==> config.mk <==
export PLATFORM = sky130hd
export DESIGN_NAME = fifo_uart_tx
export DESIGN_NICKNAME = d
export VERILOG_FILES = /design/src/rtl/fifo_uart_pkg.sv /design/src/rtl/uart_bit_timer.sv /design/src/rtl/fifo_uart_tx.sv
export SDC_FILE = /design/constraint.sdc
export NUM_CORES = 1
export LEC_CHECK = 0
export ABC_AREA = 1
export BUFFER_PORTS_ARGS = -buffer_cell sky130_fd_sc_hd__buf_4
export CORE_MARGIN = 5
export CORE_UTILIZATION = 50
export CTS_CLUSTER_SIZE = 8
export DETAILED_ROUTE_END_ITERATION = 7
export PLACE_DENSITY = 0.72
export SYNTH_ARGS = -nofsm -noshare
export SYNTH_HDL_FRONTEND = slang
export SYNTH_HIERARCHICAL = 1
export SYNTH_SLANG_ARGS = --single-unit
==> constraint.sdc <==
create_clock -name rclk -period 1.77 [get_ports rclk]
set_input_delay 0.2655 -clock rclk [delete_from_list [all_inputs] [get_ports rclk]]
set_output_delay 0.2655 -clock rclk [all_outputs]
set_load 0.02 [all_outputs]
==> src/rtl/fifo_uart_pkg.sv <==
// Shared types and helpers for the FIFO-drain UART transmitter.
//   state_e   : transmitter FSM states
//   PAR_*     : parity mode encodings for the PARITY parameter
//   cnt_width : bit width of a counter covering 0..n-1 (min 1)
package fifo_uart_pkg;

  typedef enum logic [2:0] {
    ST_IDLE  = 3'd0,
    ST_FETCH = 3'd1,
    ST_WAIT  = 3'd2,
    ST_START = 3'd3,
    ST_DATA  = 3'd4,
    ST_PAR   = 3'd5,
    ST_STOP  = 3'd6
  } state_e;

  localparam int unsigned PAR_NONE = 0;
  localparam int unsigned PAR_EVEN = 1;
  localparam int unsigned PAR_ODD  = 2;

  // $clog2(n), kept at least 1 bit so a counter never collapses to zero width
  function automatic int unsigned cnt_width(input int unsigned n);
    return (n < 2) ? 1 : $clog2(n);
  endfunction

endpackage

==> src/rtl/uart_bit_timer.sv <==
// Bit-period timer: counts 0..CLKS_PER_BIT-1 and wraps.
//   i_clk     : clock
//   i_rst     : synchronous active-high reset
//   i_restart : force the count back to 0 on the next edge
//   o_tick    : high while the count sits at CLKS_PER_BIT-1 (last cycle of a bit)
module uart_bit_timer
  import fifo_uart_pkg::*;
#(
  parameter int unsigned CLKS_PER_BIT = 16
) (
  input  logic i_clk,
  input  logic i_rst,
  input  logic i_restart,
  output logic o_tick
);

  localparam int unsigned CW = cnt_width(CLKS_PER_BIT);
  localparam logic [CW-1:0] LAST = CW'(CLKS_PER_BIT - 1);

  logic [CW-1:0] r_cnt;
  logic [CW-1:0] w_cnt_nxt;

  // next count: wrap on the last cycle of a bit or on restart
  always_comb begin
    w_cnt_nxt = r_cnt + CW'(1);
    if (i_restart || (r_cnt == LAST)) begin
      w_cnt_nxt = '0;
    end
  end

  // tick is registered from the next count so it tracks r_cnt == LAST
  always_ff @(posedge i_clk) begin
    if (i_rst) begin
      r_cnt  <= '0;
      o_tick <= 1'b0;
    end else begin
      r_cnt  <= w_cnt_nxt;
      o_tick <= (w_cnt_nxt == LAST);
    end
  end

endmodule

==> src/rtl/fifo_uart_tx.sv <==
// FIFO read-side drain: pops one word at a time and sends it as a UART frame
// (start, LSB-first data, optional parity, 1 or 2 stop bits).
//   rclk, rst        : FIFO read clock, synchronous active-high reset
//   tx_en            : allows new fetches; a frame in progress always completes
//   empty, valid, rd : FIFO status, read-valid (one cycle after ren), read data
//   ren              : one-cycle read pulse per fetch
//   txd              : registered serial line, idles high
//   busy             : high whenever the FSM is not idle
//   frame_done       : one-cycle pulse in the idle cycle after the last stop bit
//   miss             : sticky, set when a fetch came back with valid low
//   tx_count         : frames sent, wraps at 16 bits
module fifo_uart_tx
  import fifo_uart_pkg::*;
#(
  parameter int unsigned WIDTH        = 8,
  parameter int unsigned CLKS_PER_BIT = 16,
  parameter int unsigned PARITY       = 0,
  parameter int unsigned STOP_BITS    = 1
) (
  input  logic             rclk,
  input  logic             rst,
  input  logic             tx_en,
  input  logic             empty,
  input  logic             valid,
  input  logic [WIDTH-1:0] rd,
  output logic             ren,
  output logic             txd,
  output logic             busy,
  output logic             frame_done,
  output logic             miss,
  output logic [15:0]      tx_count
);

  localparam int unsigned BW = cnt_width(WIDTH);
  localparam int unsigned SW = cnt_width(STOP_BITS);
  localparam logic [BW-1:0] LAST_BIT  = BW'(WIDTH - 1);
  localparam logic [SW-1:0] LAST_STOP = SW'(STOP_BITS - 1);
  localparam logic HAS_PAR = (PARITY != PAR_NONE);
  localparam logic ODD_PAR = (PARITY == PAR_ODD);

  state_e           r_state, w_state_nxt;
  logic             w_tick;
  logic [WIDTH-1:0] r_shift, w_shift_nxt;
  logic             r_par, w_par_nxt;
  logic [BW-1:0]    r_bit_idx, w_bit_idx_nxt;
  logic [SW-1:0]    r_stop_idx, w_stop_idx_nxt;
  logic             r_txd, w_txd_nxt;
  logic             r_ren, w_ren_nxt;
  logic             r_busy, w_busy_nxt;
  logic             r_done, w_done_nxt;
  logic             r_miss, w_miss_nxt;
  logic [15:0]      r_count, w_count_nxt;

  // bit timing restarts while waiting for data so START gets a full period
  uart_bit_timer #(.CLKS_PER_BIT(CLKS_PER_BIT)) u_timer (
    .i_clk    (rclk),
    .i_rst    (rst),
    .i_restart(r_state == ST_WAIT),
    .o_tick   (w_tick)
  );

  // state register
  always_ff @(posedge rclk) begin
    if (rst) r_state <= ST_IDLE;
    else     r_state <= w_state_nxt;
  end

  // next-state logic
  always_comb begin
    w_state_nxt = r_state;
    case (r_state)
      ST_IDLE:  if (tx_en && !empty) w_state_nxt = ST_FETCH;
      ST_FETCH: w_state_nxt = ST_WAIT;
      ST_WAIT:  w_state_nxt = valid ? ST_START : ST_IDLE;
      ST_START: if (w_tick) w_state_nxt = ST_DATA;
      ST_DATA:  if (w_tick && (r_bit_idx == LAST_BIT))
                  w_state_nxt = HAS_PAR ? ST_PAR : ST_STOP;
      ST_PAR:   if (w_tick) w_state_nxt = ST_STOP;
      ST_STOP:  if (w_tick && (r_stop_idx == LAST_STOP)) w_state_nxt = ST_IDLE;
      default:  w_state_nxt = ST_IDLE;
    endcase
  end

  // output / datapath next values; txd is loaded one cycle ahead of each bit
  always_comb begin
    w_txd_nxt      = r_txd;
    w_shift_nxt    = r_shift;
    w_par_nxt      = r_par;
    w_bit_idx_nxt  = r_bit_idx;
    w_stop_idx_nxt = r_stop_idx;
    w_miss_nxt     = r_miss;
    w_count_nxt    = r_count;
    w_done_nxt     = 1'b0;
    w_ren_nxt      = (w_state_nxt == ST_FETCH);
    w_busy_nxt     = (w_state_nxt != ST_IDLE);
    case (r_state)
      ST_WAIT: begin
        if (valid) begin
          w_shift_nxt = rd;
          w_par_nxt   = (^rd) ^ ODD_PAR;
          w_txd_nxt   = 1'b0;
        end else begin
          w_miss_nxt  = 1'b1;
        end
      end
      ST_START: begin
        if (w_tick) begin
          w_txd_nxt     = r_shift[0];
          w_shift_nxt   = r_shift >> 1;
          w_bit_idx_nxt = '0;
        end
      end
      ST_DATA: begin
        if (w_tick) begin
          if (r_bit_idx == LAST_BIT) begin
            w_txd_nxt      = HAS_PAR ? r_par : 1'b1;
            w_stop_idx_nxt = '0;
          end else begin
            w_txd_nxt     = r_shift[0];
            w_shift_nxt   = r_shift >> 1;
            w_bit_idx_nxt = r_bit_idx + BW'(1);
          end
        end
      end
      ST_PAR: begin
        if (w_tick) begin
          w_txd_nxt      = 1'b1;
          w_stop_idx_nxt = '0;
        end
      end
      ST_STOP: begin
        if (w_tick) begin
          if (r_stop_idx == LAST_STOP) begin
            w_done_nxt  = 1'b1;
            w_count_nxt = r_count + 16'd1;
          end else begin
            w_stop_idx_nxt = r_stop_idx + SW'(1);
          end
        end
      end
      default: ;
    endcase
  end

  // output and datapath registers
  always_ff @(posedge rclk) begin
    if (rst) begin
      r_txd      <= 1'b1;
      r_ren      <= 1'b0;
      r_busy     <= 1'b0;
      r_done     <= 1'b0;
      r_miss     <= 1'b0;
      r_count    <= '0;
      r_shift    <= '0;
      r_par      <= 1'b0;
      r_bit_idx  <= '0;
      r_stop_idx <= '0;
    end else begin
      r_txd      <= w_txd_nxt;
      r_ren      <= w_ren_nxt;
      r_busy     <= w_busy_nxt;
      r_done     <= w_done_nxt;
      r_miss     <= w_miss_nxt;
      r_count    <= w_count_nxt;
      r_shift    <= w_shift_nxt;
      r_par      <= w_par_nxt;
      r_bit_idx  <= w_bit_idx_nxt;
      r_stop_idx <= w_stop_idx_nxt;
    end
  end

  assign ren        = r_ren;
  assign txd        = r_txd;
  assign busy       = r_busy;
  assign frame_done = r_done;
  assign miss       = r_miss;
  assign tx_count   = r_count;

endmodule
==> results.md, run 1 <==
- First-pass GRT wire length: 7.51 mm
- Largest net degree at the start of global routing: 17
- Port Buffers: 33
- Syn Inst Count: 303
- Clk sink count: 40
- Post-synthesis compound-gate area fraction: 7.17%
- Total track usage: 17.5%
- Peak supply drop: 0.421 mV
- Post-DP HPWL: 3.21 mm
- Die height: 74.4 um
- Final setup viols: 0
- Most used DFF post-synth: dfxtp_1
- GR Overflow Total: 0
- GP Congestion: 0.838
- CP Class: flip-flop to flip-flop
- Fin Hold WS: 0.272 ns
- Vias in the first global route: 1,805
- Status: complete, no violations
- XOR/XNOR Fraction of Synth Area: 0.422%
- Endpoint type of the worst setup path: flip-flop
- CTS Hold Bufs: 0
- Mux cell area share after synthesis: 0%
- Async S/R FF share, synth: 0%
- Unrepaired setup endpoints after global routing: yes
- Initial Utilization: 51.9%
- Register area share after synthesis: 38.6%
- 1st-iter DRT viols: 102
- Post-DP Area: 2350 um2
- Drt wl/cell: 11.0 um
- CTS Buffer Depth: 2
- Synth Area in Simple Gates: 39.0%
- Non-Filler Instances: 390
- Most frequent cells in the layout: 65 x nand2_1, 52 x nor2_1, 40 x inv_1
- Final #Nets: 357
- DRC: 0
- Final hold violation count: 0
- Total number of vias: 1,900
- Latest clock arrival within the worst-skew pair: 0.29 ns
- DRT Pass-1 Iters: 4
- Post-Synth Adder-Cell Area: 3.01%
- Yosys warning total: 6
- Post-DRT Antenna Nets: 0
- Max-cap violation count: 0
- Routed WL: 4.29 mm
- Post_cts resized: 0
- Total Power: 1.86 mW
- Utilization after layout: 61.7%
- Distinct cells, synth: 31
- Clk pwr share: 39.9%
- P_sw: 439 uW
- Post-route setup slack: 0.217 ns
- Worst reg-to-reg path cell count: 7
- Worst Hold Depth: 4
- Largest family of logic cells by synthesized area: simple AND/OR/NAND/NOR gates
- Share of cells above drive strength 1: 21.2%
- Pint: 1.42 mW
- Worst slew pin tran: 0.316 ns
- H-tree depth: 2
- DP Worst Slack: 0.200 ns
- Synth Cell Area: 2080 um2
- Worst hold path type: input pin to flip-flop
- Post-synth EDFFs: 0
- Via/cell ratio: 4.87
- Cts bufs inserted: 5
- Cell total after placement: 382
- ANT cells: 0
- Syn Nets: 321
- Setup_tns: 0 ns
- Relative slew slack: 78.8%
- Flop pwr share: 51.2%
- Crit share post-route: 87.8%
- Most common cell after layout, fill and taps aside: nand2_1
- Die X-Extent: 74.4 um
- Design area: 2470 um2
- CTS root buf: clkbuf_8
- Max Fclk: 0.644 GHz
- Total core area: 4000 um2
- Filler instances: 379
- Post-CTS Setup Repair Bufs: 0
- Synthesis-to-finish area growth: 18.8%
- Critical path data required time: 1.95 ns
- CP arrival: 1.74 ns
- Clock Skews: 0.00283 ns
- Worst-path fanout max: 8
- Slew Limit Fails: 0
- Antenna violations before repair: 0
- CTS clk-pin slew, worst paths: 0.08 ns
- Minimum clock period: 1.55 ns
- #FFs+latches synth: 40
- Type of origin of the critical path: flip-flop
- Static Leak: 1.18 nW
- TritonCTS clock tree: built
- Die area: 5540 um2
- Power Density: 753 nW/um2
- Net Sw Frac: 23.6%
- Number of top-level pins: 34
- Core Rows: 23
- Logic pwr share: 9.0%
- Mapped Avg Cell Area: 6.85 um2
layer usage:
layer  wire (um)  share of wire, %  track usage [%]  up-vias
li1            -                 -                -     1019
met1        2000                46             20.7      838
met3         144               3.4             4.73        8
met2        2070                48             29.3       35
met5           0                 0                0        -
met4          84               2.0             8.10        0
power groups by stage:
stage	Sequential [mW]	Combinational [mW]	Clock, mW
6_report	0.950	0.167	0.741
3_5_place_dp	0.971	0.168	0
5_1_grt	0.955	0.192	0.809
2_1_floorplan	0.973	0.117	0
4_1_cts	0.950	0.169	0.772
3_3_place_gp	0.970	0.167	0
state kept, by name (all words and copies together) (netlist names):
| signal | count |
|---|---|
| busy | 1 |
| frame_done | 1 |
| miss | 1 |
| r_bit_idx | 3 |
| r_shift | 8 |
| r_state | 3 |
| ren | 1 |
| tx_count | 16 |
| txd | 1 |
| u_timer/o_tick | 1 |
| u_timer/r_cnt | 4 |
worst paths after layout:
check / from / end / slack [ns]
min: empty / ren$_SDFF_PP0_ / 0.27
max reg2reg: r_state[1]$_SDFF_PP0_ / tx_count[8]$_SDFFE_PP0P_ / 0.22
min reg2reg: miss$_SDFFE_PP0P_ / miss$_SDFFE_PP0P_ / 0.46
max: r_state[1]$_SDFF_PP0_ / tx_count[8]$_SDFFE_PP0P_ / 0.22
kinds of logic after synthesis:
| kind of cell | after synthesis |
|---|---|
| adders and majority gates | 5 |
| AOI/OAI and AO/OA | 26 |
| xor gates and xnor gates | 1 |
| DFF | 40 |
| and+or+nand+nor | 177 |
| buffers and inverters | 54 |
cells in the mapped netlist (2+ instances only):
cell type / n / share of area [%]
buf_6: 4 / 2.2
nand4_1: 7 / 2.1
clkbuf_1: 2 / 0.36
ha_1: 5 / 3.0
nand2_2: 8 / 2.4
dfxtp_1: 40 / 39
a21oi_1: 11 / 2.7
inv_2: 3 / 0.54
inv_1: 40 / 7.2
nand3_1: 26 / 6.3
nor2_1: 52 / 9.4
nand2_1: 65 / 12
nand3_2: 2 / 0.96
nor2_2: 6 / 1.8
o21ai_0: 9 / 2.2
buf_4: 2 / 0.72
nor3_1: 5 / 1.2
nor3b_1: 2 / 0.72
buf_2: 2 / 0.48
area by class of cell:
class | instances | area (um2) | area share (%)
Clock buffer | 5 | 68.8 | 2.79
Clock inverter | 3 | 42.5 | 1.73
Inverter | 44 | 168 | 6.80
Multi-Input combinational cell | 209 | 1030 | 41.8
Sequential cell | 40 | 802 | 32.5
Tap cell | 50 | 62.6 | 2.54
Timing Repair Buffer | 39 | 293 | 11.9
critical path: stages, from the launching register on:
cell,delay [ns]
dfxtp_1,0.51
nand4_1,0.30
nor2_1,0.24
nand2_1,0.15
nor2_1,0.11
nand2_1,0.05
nand2_1,0.06
nor2_1,0.03
Note: power is estimated with default switching activity, not from simulation.
==> run 2: changes to the inputs <==
- ABC_AREA: 1 -> unset
==> run 2 against run 1 <==
Against the previous run: cell count down 25%; area after synthesis fell by 5.3%; sequential power shrank 1%; hold slack improved by 0.014 ns; register-to-register slack lost 0.13 ns; synthesized cell count shrank 33%; non-clock buffer count up 5; sequential share of layout area increased by 0.52 points.
==> results.md, run 2 <==
- Filler instances: 338
- 1st-iter DRT viols: 58
- Die X-Extent: 72.7 um
- Max-cap violation count: 0
- Worst slew pin tran: 0.482 ns
- Synth Area in Simple Gates: 24.8%
- Clk sink count: 40
- Area leader, netlist: dfxtp_1
- Post-DRT Antenna Nets: 0
- XOR/XNOR Fraction of Synth Area: 5.35%
- Number of top-level pins: 34
- Total core area: 3740 um2
- Clock Skews: 0.00518 ns
- Hold endpoint: r_shift[7]$_SDFFE_PP0P_
- Register area share after synthesis: 40.7%
- Drt wl/cell: 13.7 um
- Static Leak: 1.04 nW
- Distinct cells, synth: 53
- Ranking of synthesized cells by instance count: 40 x dfxtp_1, 22 x nor2_1, 10 x a21oi_1, 10 x xor2_1, 9 x mux2i_1
- Most used DFF post-synth: dfxtp_1
- Multi-input gate area: 1100 um2
- Worst Hold Depth: 3
- Max reg flops: 16
- Synth top area cells: dfxtp_1 41%, mux2i_1 4.6%, a211oi_2 4.5%
- Async S/R FF share, synth: 0%
- Critical path data required time: 1.98 ns
- Post-CTS Setup Repair Bufs: 0
- Post-synthesis compound-gate area fraction: 15.1%
- Top-count cell post-synth: dfxtp_1
- Latest clock arrival within the worst-skew pair: 0.29 ns
- Mux cell area share after synthesis: 5.73%
- Mapped Avg Cell Area: 9.64 um2
- Syn Inst Count: 204
- Fin Hold WS: 0.286 ns
- Routed WL: 3.97 mm
- CTS root buf: clkbuf_8
- Non-Filler Instances: 291
- Post-Synth Adder-Cell Area: 3.18%
- TritonCTS clock tree: built
- Largest family of logic cells by synthesized area: simple AND/OR/NAND/NOR gates
- CTS Hold Bufs: 0
- Final setup viols: 0
- Port Buffers: 33
- Total number of vias: 1,591
- Endpoint type of the worst setup path: flip-flop
- Via/cell ratio: 5.47
- Peak supply drop: 0.565 mV
- Die height: 72.7 um
- H-tree depth: 2
- Worst hold path type: input pin to flip-flop
- Synthesis-to-finish area growth: 23.7%
- Post-DP HPWL: 2.85 mm
- ANT cells: 0
- Total Power: 1.82 mW
- DRT Pass-1 Iters: 4
- Post-synth EDFFs: 0
- Post-route setup slack: 0.0909 ns
- Initial Utilization: 52.5%
- Status: complete, no violations
- CP Class: flip-flop to flip-flop
- Critical R2R Capture: r_shift[0]$_SDFFE_PP0P_
- Antenna violations before repair: 0
- Vias in the first global route: 1,530
- Final hold violation count: 0
- Minimum clock period: 1.68 ns
- First-pass GRT wire length: 6.73 mm
- Cell total after placement: 283
- GP Congestion: 0.744
- Cts bufs inserted: 5
- Yosys warning total: 6
- DRC: 0
- Storage element area: 803 um2
- Relative slew slack: 67.6%
- Die area: 5290 um2
- Most frequent cells in the layout: 43 x buf_4, 38 x dfxtp_1, 22 x nor2_1
- Setup_tns: 0 ns
- CTS Buffer Depth: 2
- Worst reg-to-reg path cell count: 7
- Power Density: 747 nW/um2
- Syn Nets: 222
- Core Rows: 22
- CTS clk-pin slew, worst paths: 0.08 ns
- Worst r2r src: r_bit_idx[0]$_SDFFE_PP0P_
- Type of origin of the critical path: flip-flop
- Crit share post-route: 94.9%
- Hold path start: rd[7]
- #FFs+latches synth: 40
- Synth top area share: 40.7%
- Max Fclk: 0.596 GHz
- Share of cells above drive strength 1: 31.3%
- Synth Cell Area: 1970 um2
- Total track usage: 15.8%
- Unrepaired setup endpoints after global routing: no
- DP Worst Slack: -0.0476 ns
- Most common cell after layout, fill and taps aside: buf_4
- Worst-path fanout max: 9
- Final #Nets: 260
- Slew Limit Fails: 0
- CP arrival: 1.89 ns
- R2R Setup Slk: 0.09 ns
- Largest net degree at the start of global routing: 18
- GR Overflow Total: 0
-- run 2: report_power, final --
part	internal [mW]	switching [mW]
Sequential	0.920	0.0195
Combinational	0.0659	0.0720
Clock	0.417	0.322
-- run 2: timing repair --
action,in CTS,in global routing
setup endpoints to repair,7,10
pin swaps,0,3
gates resized for setup,2,9
-- run 2: layout make-up --
| cell class | instances | share of cell area, % |
|---|---|---|
| timing repair buffer | 44 | 13.7 |
| multi-input combinational | 146 | 45.4 |
| clock buffer | 5 | 2.83 |
| sequential | 40 | 33.0 |
| inverter | 5 | 0.772 |
| tap | 48 | 2.47 |
| clock inverter | 3 | 1.75 |
-- run 2: worst max-delay path by stage --
stage	from	to	slack, ns	depth (start not counted)
final	r_bit_idx[0]$_SDFFE_PP0P_	r_shift[0]$_SDFFE_PP0P_	0.09	7
after global routing	r_bit_idx[0]$_SDFFE_PP0P_	r_shift[1]$_SDFFE_PP0P_	0.03	7
after CTS	r_bit_idx[0]$_SDFFE_PP0P_	r_shift[7]$_SDFFE_PP0P_	0.03	7
after detailed placement	r_bit_idx[0]$_SDFFE_PP0P_	r_shift[0]$_SDFFE_PP0P_	-0.05	6
after global placement	r_bit_idx[0]$_SDFFE_PP0P_	r_shift[5]$_SDFFE_PP0P_	-0.01	6
after floorplan	r_bit_idx[0]$_SDFFE_PP0P_	r_shift[0]$_SDFFE_PP0P_	0.13	7
-- run 2: cell families after synthesis --
| kind of cell | count (synthesis) |
|---|---|
| AO/OA/AOI/OAI | 37 |
| AND/OR/NAND/NOR | 81 |
| flip-flops | 40 |
| XOR/XNOR | 12 |
| multiplexers | 11 |
| buffers and inverters | 18 |
| adder cells (fa/ha/maj) | 5 |
-- run 2: metrics by stage --
step / utilization [%] / instance area (um2)
CTS: 64.0 / 2390
floorplan: - / 1970
detailed placement: 60.8 / 2270
finish: 64.9 / 2430
global placement: 60.8 / 2270
global route: 64.9 / 2430
-- run 2: critical path, stage by stage (launching register included) --
cell and delay [ns]:
dfxtp_1 0.33, ha_1 0.23, ha_4 0.18, nor4b_4 0.28, and2_4 0.20, buf_6 0.12
nor3_1 0.06, a211oi_2 0.20
-- run 2: metal layers --
metal  part of all wire, %  global-route usage (%)
met5                     0                       0
met1                    49                    21.2
met3                   3.8                    3.31
met4                   1.3                    6.97
met2                    46                    24.2
